**src/rtl/conv_result_sink_pkg.sv**
```systemverilog
// conv_result_sink_pkg
//   Shared geometry and encodings for the convolution result sink.
//   The producer and the sink both derive the result-map size from the
//   same out_size() helper, so they cannot disagree on frame length.
//   Contents: base parameters, derived sizes (OUT_SIZE, RES_SIDE, DEPTH,
//   AW, CW) and the sink FSM state type.
package conv_result_sink_pkg;

  localparam int DW          = 16;
  localparam int KERNEL_SIZE = 3;
  localparam int FM_SIZE     = 8;
  localparam int PADDING     = 0;
  localparam int STRIDE      = 1;
  localparam int MAXPOOL     = 1;

  function automatic int out_size(input int fm, input int k, input int p, input int s);
    return ((fm - k + 2 * p) / s) + 1;
  endfunction

  localparam int OUT_SIZE = out_size(FM_SIZE, KERNEL_SIZE, PADDING, STRIDE);
  localparam int RES_SIDE = (MAXPOOL != 0) ? OUT_SIZE / 2 : OUT_SIZE;
  localparam int DEPTH    = RES_SIDE * RES_SIDE;
  localparam int AW       = (DEPTH > 1) ? $clog2(DEPTH) : 1;
  // One extra bit so the count can hold DEPTH itself.
  localparam int CW       = AW + 1;

  typedef enum logic [1:0] {
    ST_IDLE    = 2'd0,
    ST_CAPTURE = 2'd1,
    ST_DONE    = 2'd2
  } sink_state_t;

endpackage

```
**src/rtl/conv_result_sink_ram.sv**
```systemverilog
// result_ram
//   Simple dual-port result buffer, DW x DEPTH. One write port, one
//   registered read port. A read and a write to the same address in the
//   same cycle return the old contents (read-first). Contents are not
//   reset; only the read output register is.
//   Ports:
//     i_clk, i_rst           clock, synchronous active-high reset (read reg only)
//     i_wr_en/addr/data      write port
//     i_rd_en/addr           read request; o_rd_data updates the next cycle
//     o_rd_data              registered read data, holds when i_rd_en is 0
module result_ram
  import conv_result_sink_pkg::*;
(
  input  logic          i_clk,
  input  logic          i_rst,
  input  logic          i_wr_en,
  input  logic [AW-1:0] i_wr_addr,
  input  logic [DW-1:0] i_wr_data,
  input  logic          i_rd_en,
  input  logic [AW-1:0] i_rd_addr,
  output logic [DW-1:0] o_rd_data
);

  logic [DW-1:0] r_mem [DEPTH];
  logic [DW-1:0] r_rd_data;

  always_ff @(posedge i_clk) begin
    if (i_wr_en) r_mem[i_wr_addr] <= i_wr_data;
  end

  always_ff @(posedge i_clk) begin
    if (i_rst)        r_rd_data <= '0;
    else if (i_rd_en) r_rd_data <= r_mem[i_rd_addr];
  end

  assign o_rd_data = r_rd_data;

endmodule

```
**src/rtl/conv_result_sink.sv**
```systemverilog
// conv_result_sink
//   Receiving end of the convolution result stream. Captures each strobed
//   word into the result buffer in raster order, tracks frame completion,
//   flags protocol errors and serves a 1-cycle registered read port.
//   Ports:
//     i_clk, i_rst        clock, synchronous active-high reset
//     i_en, i_data        result word strobe and data
//     i_src_done          producer finished (held high afterwards)
//     i_clr               start a new frame (buffer contents kept)
//     i_rd_req, i_rd_addr read request / address
//     o_rd_valid/data/err read response, one cycle after i_rd_req
//     o_wr_cnt            words captured in the current frame
//     o_frame_done        one-cycle pulse on frame completion
//     o_full              buffer holds a complete frame
//     o_overflow          sticky: write arrived after the frame was closed
//     o_underrun          sticky: producer done before DEPTH words
//     o_dbg_state         current FSM state (sink_state_t encoding)
//
//   Stream handshake: i_en is a valid-only strobe with no ready/backpressure;
//   every cycle with i_en high delivers exactly one word, which is either
//   captured or dropped (by i_clr, or because the frame is already closed).
module conv_result_sink
  import conv_result_sink_pkg::*;
(
  input  logic          i_clk,
  input  logic          i_rst,
  input  logic          i_en,
  input  logic [DW-1:0] i_data,
  input  logic          i_src_done,
  input  logic          i_clr,
  input  logic          i_rd_req,
  input  logic [AW-1:0] i_rd_addr,
  output logic          o_rd_valid,
  output logic [DW-1:0] o_rd_data,
  output logic          o_rd_err,
  output logic [AW:0]   o_wr_cnt,
  output logic          o_frame_done,
  output logic          o_full,
  output logic          o_overflow,
  output logic          o_underrun,
  output logic [1:0]    o_dbg_state
);

  sink_state_t   r_state, w_state_next;
  logic [CW-1:0] r_wr_cnt;
  logic          r_frame_done, r_full, r_overflow, r_underrun;
  logic          r_rd_valid, r_rd_oor;

  logic [CW-1:0] w_cnt_inc;
  logic          w_wr_en, w_complete, w_underrun_evt, w_overflow_evt;
  logic          w_rd_in_range;
  logic [DW-1:0] w_ram_rd_data;

  // State register
  always_ff @(posedge i_clk) begin
    if (i_rst) r_state <= ST_IDLE;
    else       r_state <= w_state_next;
  end

  // Next-state logic; i_clr overrides everything else.
  always_comb begin
    w_state_next = r_state;
    if (i_clr)                             w_state_next = ST_IDLE;
    else if (w_complete || w_underrun_evt) w_state_next = ST_DONE;
    else if (r_state == ST_IDLE && i_en)   w_state_next = ST_CAPTURE;
  end

  // Output / event decode. A simultaneous write is taken before the
  // underrun check, so a write that completes the frame masks i_src_done.
  always_comb begin
    w_cnt_inc      = r_wr_cnt + CW'(1);
    w_wr_en        = 1'b0;
    w_complete     = 1'b0;
    w_underrun_evt = 1'b0;
    w_overflow_evt = 1'b0;
    if (!i_clr) begin
      case (r_state)
        ST_IDLE: begin
          w_wr_en    = i_en;
          w_complete = i_en && (w_cnt_inc == CW'(DEPTH));
        end
        ST_CAPTURE: begin
          w_wr_en        = i_en;
          w_complete     = i_en && (w_cnt_inc == CW'(DEPTH));
          w_underrun_evt = i_src_done && !w_complete;
        end
        ST_DONE: begin
          w_overflow_evt = i_en;
        end
        default: ;
      endcase
    end
  end

  // Frame counters and status flags
  always_ff @(posedge i_clk) begin
    if (i_rst) begin
      r_wr_cnt     <= '0;
      r_full       <= 1'b0;
      r_frame_done <= 1'b0;
      r_overflow   <= 1'b0;
      r_underrun   <= 1'b0;
    end else begin
      r_frame_done <= w_complete;
      if (i_clr) begin
        r_wr_cnt <= '0;
        r_full   <= 1'b0;
      end else begin
        if (w_wr_en)    r_wr_cnt <= w_cnt_inc;
        if (w_complete) r_full   <= 1'b1;
      end
      if (w_overflow_evt) r_overflow <= 1'b1;
      if (w_underrun_evt) r_underrun <= 1'b1;
    end
  end

  // Compare at CW bits so DEPTH == 2**AW does not wrap to zero.
  assign w_rd_in_range = ({1'b0, i_rd_addr} < CW'(DEPTH));

  // r_rd_oor only changes on a request so o_rd_data holds between reads.
  always_ff @(posedge i_clk) begin
    if (i_rst) begin
      r_rd_valid <= 1'b0;
      r_rd_oor   <= 1'b0;
    end else begin
      r_rd_valid <= i_rd_req;
      if (i_rd_req) r_rd_oor <= !w_rd_in_range;
    end
  end

  result_ram u_ram (
    .i_clk     (i_clk),
    .i_rst     (i_rst),
    .i_wr_en   (w_wr_en),
    .i_wr_addr (r_wr_cnt[AW-1:0]),
    .i_wr_data (i_data),
    .i_rd_en   (i_rd_req && w_rd_in_range),
    .i_rd_addr (i_rd_addr),
    .o_rd_data (w_ram_rd_data)
  );

  assign o_rd_valid   = r_rd_valid;
  assign o_rd_err     = r_rd_valid & r_rd_oor;
  assign o_rd_data    = r_rd_oor ? '0 : w_ram_rd_data;
  assign o_wr_cnt     = r_wr_cnt;
  assign o_frame_done = r_frame_done;
  assign o_full       = r_full;
  assign o_overflow   = r_overflow;
  assign o_underrun   = r_underrun;
  assign o_dbg_state  = r_state;

endmodule

```
**config.mk**
```make
export PLATFORM = sky130hd
export DESIGN_NAME = conv_result_sink
export DESIGN_NICKNAME = d
export VERILOG_FILES = /design/src/rtl/conv_result_sink_pkg.sv /design/src/rtl/conv_result_sink_ram.sv /design/src/rtl/conv_result_sink.sv
export SDC_FILE = /design/constraint.sdc
export NUM_CORES = 1
export LEC_CHECK = 0
export BUFFER_PORTS_ARGS = -buffer_cell sky130_fd_sc_hd__buf_2
export CORE_MARGIN = 5
export CORE_UTILIZATION = 50
export DETAILED_ROUTE_END_ITERATION = 10
export PLACE_DENSITY = 0.73
export REMOVE_ABC_BUFFERS = 1
export SYNTH_ARGS = -nofsm -noshare
export SYNTH_HDL_FRONTEND = slang
export SYNTH_SLANG_ARGS = --single-unit
```
**constraint.sdc**
```tcl
create_clock -name i_clk -period 2.8 [get_ports i_clk]
set_clock_uncertainty 0.2 [all_clocks]
set_input_delay 0.14 -clock i_clk [delete_from_list [all_inputs] [get_ports i_clk]]
set_output_delay 0.14 -clock i_clk [all_outputs]
set_load 0.01 [all_outputs]
```
# Word-level counts from Yosys, hierarchy flattened
# Memory sizes are Yosys's and may differ from the RTL's. A register that Yosys moved wholly into a read port is not among the register bits.
# Index checks and enable logic that the tools add are counted.
dict set report totals {
  reg_bits 13
  ram_bits 144
  in_bits 26
  out_inout_bits 29
  wordCells 41
  n_memories 1
}
# memory depth width read_ports rd_clocked_by_memory_dff wr line
set mem_list {}
lappend mem_list {u_ram.r_mem 9 16 1 1 1 conv_result_sink_ram.sv:24} ;# logic [DW-1:0] r_mem [DEPTH];
dict set report classes {
  addsub 1
  magnitude_cmp 1
  n_eq_ne 3
  mux 13
  n_bitwise 1
  n_reduce_logical 12
}
# cell count
set op_table {}
lappend op_table {{two-way mux 16 bit} 1}
lappend op_table {{two-way mux 1 bit} 10}
lappend op_table {{adder 5 x 1 -> 5 bit, second input constant} 1}
lappend op_table {{equality test 5 x 4 -> 1 bit, second input constant} 1}
lappend op_table {{logical AND 1 bit} 4}
lappend op_table {{< comparator 4 bit, second input constant} 1}
lappend op_table {{two-way mux 2 bit} 2}
lappend op_table {{OR reduction 2 bit} 2}
lappend op_table {{OR reduction 3 bit} 1}
lappend op_table {{equality test 2 x 1 -> 1 bit, second input constant} 1}
lappend op_table {{equality test 2 bit, second input constant} 1}
lappend op_table {{zero test 1 bit} 2}
lappend op_table {{zero test 2 bit} 1}
lappend op_table {{nonzero test 2 bit} 1}
lappend op_table {{AND 1 bit} 1}
lappend op_table {{logical OR 1 bit} 1}

# Logic depth before layout (Yosys ltp)
# Gate-level depths: netlist (run 1).
dict set report depth {
  ltp_word 9
  depth_mapped 7
  depth_no_buf 5
}

# By module
# From an unflattened synthesis (run 1), not the netlist that was laid out.
dict set report unflattened {
  cells_unflattened 443
  area_unflattened_um2 6965.4
}
# module instances cells_each area_per_inst_um2 seq_area_each_um2
set modules_own_cells {}
lappend modules_own_cells {result_ram 1 362 6246.0 4644.5}
lappend modules_own_cells {conv_result_sink 1 81 719.4 260.2}

# Least setup slack after synthesis (run 1)
# Ideal clock, no wire load.
dict set report synth_timing {
  path_type {register to register}
  startpoint {reg r_state[1] (netlist: o_dbg_state[1])}
  endpoint {mem u_ram.r_mem[8][0], enable pin}
  setup_time_ns 0.409
  arrival_ns 2.005
  t_required_ns 2.191
  slack_ns 0.186
  path_stages_with_launch 4
  path_buffers 0
  synth_period_minus_slack_ns 2.614
  path_cell_list {dfxtp_1 -> nor2_1 -> nand2_1 -> nor3_1}
}
dict set report synth_via {
  elab_chain_cells 6
  elab_cells_between_ends 7
  cone_classes {eq/ne (1); mux (4); reduce/logical (2)}
}
# element line
set synth_rtl {}
lappend synth_rtl {{from (decl)} conv_result_sink.sv:44} ;# sink_state_t r_state, w_state_next;
lappend synth_rtl {{from (signal assigned)} conv_result_sink.sv:57} ;# else r_state <= w_state_next;
lappend synth_rtl {{equality test 2 x 1 -> 1 bit or zero test 2 bit (tied branches)} conv_result_sink.sv:77} ;# case (r_state)
lappend synth_rtl {{OR reduction 2 bit (no source line) (*)} n/a}
lappend synth_rtl {{two-way mux 1 bit (*)} conv_result_sink.sv:77}
lappend synth_rtl {{two-way mux 1 bit (*)} conv_result_sink.sv:76} ;# if (!i_clr) begin
lappend synth_rtl {{two-way mux 1 bit (*)} conv_result_sink_ram.sv:28} ;# if (i_wr_en) r_mem[i_wr_addr] <= i_wr_data;
lappend synth_rtl {{two-way mux 1 bit (not written as such) (*)} conv_result_sink_ram.sv:28}
lappend synth_rtl {{to (decl)} conv_result_sink_ram.sv:24}
# Every way passes the cells marked *; elsewhere a longest branch is shown, timed or not.

# Final worst setup path (run 1)
dict set report layout_timing {
  startpoint {reg r_wr_cnt[1] (netlist: o_wr_cnt[1])}
  endpoint {reg r_state[1] (netlist: o_dbg_state[1])}
}
dict set report layout_via {
  elab_chain_cells 9
  elab_cells_between_ends 12
  cone_classes {add/sub (1); eq/ne (1); mux (5); reduce/logical (5)}
}
# element line
set layout_rtl {}
lappend layout_rtl {{from (decl)} conv_result_sink.sv:45} ;# logic [CW-1:0] r_wr_cnt;
lappend layout_rtl {{from (signal assigned)} conv_result_sink.sv:109} ;# if (w_wr_en) r_wr_cnt <= w_cnt_inc;
lappend layout_rtl {{adder 5 x 1 -> 5 bit (*)} conv_result_sink.sv:71} ;# w_cnt_inc = r_wr_cnt + CW'(1);
lappend layout_rtl {{equality test 5 x 4 -> 1 bit (*)} {conv_result_sink.sv:80, conv_result_sink.sv:84}}
lappend layout_rtl {{logical AND 1 bit (*)} {conv_result_sink.sv:80, conv_result_sink.sv:84}}
lappend layout_rtl {{zero test 1 bit} conv_result_sink.sv:85} ;# w_underrun_evt = i_src_done && !w_complete;
lappend layout_rtl {{logical AND 1 bit} conv_result_sink.sv:85}
lappend layout_rtl {{two-way mux 1 bit} conv_result_sink.sv:77}
lappend layout_rtl {{two-way mux 1 bit} conv_result_sink.sv:76}
lappend layout_rtl {{logical OR 1 bit (*)} conv_result_sink.sv:64} ;# else if (w_complete || w_underrun_evt) w_state_next = ST_DONE;
lappend layout_rtl {{two-way mux 2 bit or nonzero test 2 bit (tied branches)} n/a}
# Marked as above.
# A chain may end at the register's enable or synchronous reset.

==> flow_summary.toml, run 1 <==
[critical_path]
cp-startpoint = "o_wr_cnt[1]"
cp_top_family = "simple AND/OR/NAND/NOR gates"
critical_path_buf_inv_count = 1
path_class = "reg -> reg"
crit_fanout = 7
worstReg2RegEnd = "o_dbg_state[1]"
worstPathRequired_ns = 2.97
slowest_stage = "dlygate4sd3_1"
cp_cell_sequence = "ha_1 > nand4bb_1 > o311a_1 > nor3_1 > o31a_1 > dlygate4sd3_1"
timing.rr.start = "o_wr_cnt[1]"
startpoint_type = "flip-flop"
regToRegSetupSlack_ns = 0.35
slowest_delay_ns = 0.54
end_kind = "flip-flop"
r2r_cells = 6
arrival_ns = 2.62

[cts]
cts_resized = 0
root_buffer = "clkbuf_16"
clock_path_buffers = 2
htreeDepth = 4
clock-sinks = 173
cts_buffers = 17
insertion_delay_ns = 0.42
cts_tree = "yes"
clkTransAtPathRegs_ns = 0.07

[timing]
tns_ns = 0
worstMarginPinSlew_ns = 0.8471
worst_slack_ns = 0.3501
min_period_ns = 2.450
hold_violations = 0
fmax_mhz = 408.2
slew_violations = 0
finalSetupViolations = 0
holdWs_ns = 0.05306
rsz0062_at_grt = "false"
relSlewSlack_pct = 43.52
min_period_over_period_pct = 87.50

[detailed_routing]
ant_nets = 0
firstDrtPassIters = 4
vias = 3880
drc = 0
via_per_inst = 5.673
wl_per_cell_um = 20.83
drt_wl_total_um = 14250
first_iter_violations = 305

[global_route]
overflow = 0
grt_pass1_wl_um = 22410
antenna_found_initial = 0
grt_pass1_vias = 4011
grt_max_degree = 43
grtUsageTotal_pct = 18.51

[yosys]
postSynthCellCount = 406
async_flop_share_pct = 0
synthFlopType = "edfxtp_1"
ys_ff_latch = 173
synth.distinct_cells = 44
syn_area_um2 = 6953
yosysMostFrequentCell = "edfxtp_1"
synth_area_leader_cell = "edfxtp_1"
ys_top_cells_by_area = "edfxtp_1 (62%), dfxtp_1 (8.3%), mux4_2 (7.8%), mux2i_1 (4.0%), nand3b_1 (2.9%)"
ys_warn_count = 0
ys_seq_area_share_pct = 70.54
synth_commonest_cells = "edfxtp_1 (144), dfxtp_1 (29), mux2i_1 (28)"
avgSynthCellArea_um2 = 17.13
yosys.area.top_type_share_pct = 62.19
synth_edf_count = 144

[flow_run]
max_cap_violations = 0

[floorplan]
core-area_um2 = 13770
fp.dieH_um = 127.9
start_util_pct = 50.48
fp-row-count = 43
boundaryPins = 55
die_w_um = 127.9
die-area_um2 = 16360

[finish]
fin_nets = 521
final_util_pct = 60.01
syn_to_final_growth_pct = 18.88
antenna_cells = 0
drive_above_1_share_pct = 27.78

[worst_hold_path]
min_from = "i_rd_addr[3]"
min_path_cells = 4
hold-path-endpoint = "u_ram.o_rd_data[0]"
hold_path.class = "in -> reg"

[pwr]
power.share.switching_pct = 22.04
p_leak_uw = 0.002927
ir_worst_vdd_mv = 0.3755
internal_power_uw = 4303
p_comb_share_pct = 5.7
switchingPower_uw = 1217
power_frac_clock_pct = 43.0
p_seq_share_pct = 51.4
powerDensity_nw_per_um2 = 667.9

[placed_design]
place_hpwl_um = 8159
port_buffers = 54
pre_cts_ws_ns = 0.5361
routabilityCongestion = 0.8038

[status]
outcome = "finished, final reports clean"
-- worst reg2reg max path, delay by kind of cell (launching register included) --
kind                     cells  cell delay, ns
AND/OR/NAND/NOR              2            0.55
AO/OA/AOI/OAI                2            0.36
flip-flops                   1            0.43
buffers and inverters        1            0.54
adder cells (fa/ha/maj)      1            0.33
-- state kept, by name (all words and copies together) (netlist names) --
name / flops
o_underrun: 1
u_ram.o_rd_data: 16
o_overflow: 1
o_full: 1
o_wr_cnt: 5
r_rd_oor: 1
o_dbg_state: 2
u_ram.r_mem: 144
o_frame_done: 1
o_rd_valid: 1
-- worst max-delay path by stage --
stage                     depth (start not counted)                  to  slack, ns
after floorplan                                   3   u_ram.r_mem[8][0]       0.19
after global placement                            5  u_ram.r_mem[5][11]       0.64
after detailed placement                          5   u_ram.r_mem[5][2]       0.54
after CTS                                         6      o_dbg_state[1]       0.36
after global routing                              6      o_dbg_state[1]       0.20
final                                             6      o_dbg_state[1]       0.35
-- per-layer routing --
metal | GRT usage, % | share of wire, % | vias up
met3 | 4.292 | 5.7 | 17
met2 | 29.67 | 50 | 127
met1 | 24.97 | 43 | 1958
met5 | 0 | 0 | -
li1 | - | - | 1778
met4 | 6.679 | 1.6 | 0
-- cell families after synthesis --
family	after synthesis	synth area share, %
DFF	173	70.54
buffers and inverters	32	2.231
AOI/OAI and AO/OA	41	5.327
xor gates and xnor gates	3	0.3780
and+or+nand+nor	101	8.998
adders and majority gates	4	0.7198
muxes	52	11.80
-- repair_timing --
item | 4_1_cts | 5_1_grt
endpoints found under the hold margin | 161 | 0
hold buffers | 21 | 0
setup buffers | 0 | 0
endpoints found under the setup margin | 0 | 0
-- placed cells by master, fill, tap and decap left out, types with 2 or more instances in the layout --
cell type / instances
nor3_1: 8
ha_1: 4
or3_1: 2
mux4_2: 24
nand3_1: 8
inv_8: 2
clkinv_4: 2
edfxtp_1: 144
buf_2: 54
xor2_1: 2
nand3b_1: 27
o22ai_1: 5
bufinv_16: 2
o221ai_2: 9
inv_1: 8
dfxtp_1: 29
dlygate4sd3_1: 21
clkbuf_16: 17
nor2b_1: 17
nor2_1: 11
clkinvlp_4: 2
o21ai_0: 2
and2_1: 10
o211ai_1: 8
inv_6: 7
mux2i_1: 28
o221ai_1: 2
nand2_1: 5
buf_4: 14
a21oi_1: 8
nand2b_1: 3
-- cell type report --
cell class / instances / area (um2)
flip-flops and latches: 173 / 4905
clock inverters: 15 / 176.4
multi-input cells: 201 / 1898
repair buffers: 90 / 605.6
well taps: 180 / 225.2
fillers: 1029 / 5508
clock buffers: 17 / 425.4
inverters: 8 / 30.03
-- per-stage QoR --
step / power (uW) / instance area (um2) / std cells
after detailed placement: 3185 / 7453 / 631
final: 5520 / 8265 / 684
after global routing: 5696 / 8265 / 684
after floorplan: 3030 / 6828 / 382
after CTS: 5559 / 8265 / 684
after global placement: 3174 / 7453 / 631
-- power groups by stage --
stage               Clock, uW  Combinational (uW)  Sequential (uW)
floorplan                   0                 143             2890
global placement            0                 283             2890
detailed placement          0                 292             2890
CTS                      2410                 316             2840
global route             2520                 340             2840
finish                   2370                 312             2840
Power figures use the tool's default switching activity.
==> run 2, diff against run 1 <==
- CORE_ASPECT_RATIO: not set -> 1.25
- PLACE_DENSITY: 0.73 -> 0.68
==> run 2 against run 1 <==
Compared with the run above: first-iteration DRC count down 23%; via count is 0.75% lower; critical path type unchanged; largest cell class unchanged; critical endpoint unchanged; combinational power barely moved; worst setup slack improved by 0.033 ns.
==> flow_summary.toml, run 2 (synthesis gave the netlist of run 1 again) <==
[status]
outcome = "finished, final reports clean"

[critical_path]
worstPathRequired_ns = 2.97
crit_fanout = 7
cp-startpoint = "o_wr_cnt[0]"
slowest_delay_ns = 0.54
cp_cell_sequence = "ha_1 > nand4bb_1 > o311a_1 > nor3_1 > o31a_1 > dlygate4sd3_1"
critical_path_buf_inv_count = 1
slowest_stage = "dlygate4sd3_1"
path_class = "reg -> reg"
startpoint_type = "flip-flop"
cp_top_family = "simple AND/OR/NAND/NOR gates"
timing.rr.start = "o_wr_cnt[0]"
end_kind = "flip-flop"
arrival_ns = 2.58

[floorplan]
die_w_um = 115.5
core-area_um2 = 13750
boundaryPins = 55
fp-row-count = 48
die-area_um2 = 16380
start_util_pct = 50.55
fp.dieH_um = 141.8

[cts]
root_buffer = "clkbuf_16"
htreeDepth = 4
cts_resized = 0
cts_buffers = 17
insertion_delay_ns = 0.42
clkTransAtPathRegs_ns = 0.07
clock-sinks = 173
clock_path_buffers = 2
cts_tree = "yes"

[timing]
worstMarginPinSlew_ns = 0.8937
relSlewSlack_pct = 40.34
worst_slack_ns = 0.3828
hold_violations = 0
slew_violations = 0
min_period_over_period_pct = 86.33
fmax_mhz = 413.7
finalSetupViolations = 0
min_period_ns = 2.417
rsz0062_at_grt = "false"
tns_ns = 0

[detailed_routing]
wl_per_cell_um = 21.08
ant_nets = 0
routed.top_layer = "met4"
drt_wl_total_um = 14400
wl_met3_um = 632
firstDrtPassIters = 5
met1_length_um = 6010
met2WireLength_um = 7620
via_per_inst = 5.638
first_iter_violations = 236
vias = 3851
drc = 0

[finish]
syn_to_final_growth_pct = 19.49
fin_nets = 525
layout_commonest_cell = "edfxtp_1"
drive_above_1_share_pct = 27.95
instances_no_fill = 683
antenna_cells = 0
regMostFlops = "u_ram.r_mem"
fillers = 1008
layout_common_cells = "edfxtp_1 (144), buf_2 (54), dfxtp_1 (29), mux2i_1 (28), nand3b_1 (27)"
largest_register_ffs = 144

[global_route]
grt_max_degree = 43
overflow = 0
grt_pass1_wl_um = 22240
grtUsageTotal_pct = 18.55
grt_pass1_vias = 3976
antenna_found_initial = 0

[placed_design]
place_hpwl_um = 8569
port_buffers = 54
pre_cts_ws_ns = 0.6929
routabilityCongestion = 0.7911
place_inst = 629

[pwr]
p_leak_uw = 0.002949
powerDensity_nw_per_um2 = 668.8
ir_worst_vdd_mv = 0.3670

[worst_hold_path]
hold_path.class = "in -> reg"
min_from = "i_rd_addr[1]"

[flow_run]
max_cap_violations = 0
run 2: path summary, 6_finish.rpt:
kind	slack, ns	endpoint	cells past startpoint
worst min register to register	0.27	o_underrun	2
worst max register to register	0.38	o_dbg_state[1]	6
worst min-delay path	0.09	u_ram.o_rd_data[12]	4
worst max-delay path	0.38	o_dbg_state[1]	6
run 2: per-stage QoR:
stage	area [um2]	utilization, %	hold slack, ns	power [uW]
6_report	8308	60.41	0.09157	5556
5_1_grt	8308	60.41	0.1046	5749
4_1_cts	8308	60.41	0.08627	5595
3_5_place_dp	7470	54.31	0.2229	3187
3_3_place_gp	7470	54.31	0.2184	3178
2_1_floorplan	6828	-	0.01161	3030
run 2: area by class of cell:
| class | instances | area [um2] | area share (%) |
|---|---|---|---|
| clock buffer | 20 | 456.7 | 5.497 |
| clock inverter | 12 | 161.4 | 1.943 |
| inverter | 8 | 30.03 | 0.3614 |
| multi-input combinational | 201 | 1898 | 22.85 |
| sequential | 173 | 4905 | 59.04 |
| tap | 175 | 219.0 | 2.636 |
| timing repair buffer | 94 | 638.1 | 7.681 |
run 2: what timing repair did:
item,CTS,global route
hold buffers,22,0
buffers inserted,0,0
endpoints found under the hold margin,164,0
run 2: layer usage:
layer / GRT usage (%) / vias up
met3: 4.522 / 12
met4: 4.635 / 0
met2: 31.92 / 94
li1: - / 1775
met1: 23.60 / 1970
met5: 0 / -
run 2: power by group:
part           total (uW)  leakage (uW)  internal [uW]  switching [uW]
Sequential           2840       0.00154           2820            20.1
Clock                2400      0.000293           1460             947
Combinational         314       0.00112            141             173
run 2: worst reg2reg max path, delay by kind of cell, from the launching register on:
kind | cells | cell delay (ns)
AOI/OAI and AO/OA | 2 | 0.34
adders and majority gates | 1 | 0.32
buffers and inverters | 1 | 0.54
DFF | 1 | 0.41
and+or+nand+nor | 2 | 0.57
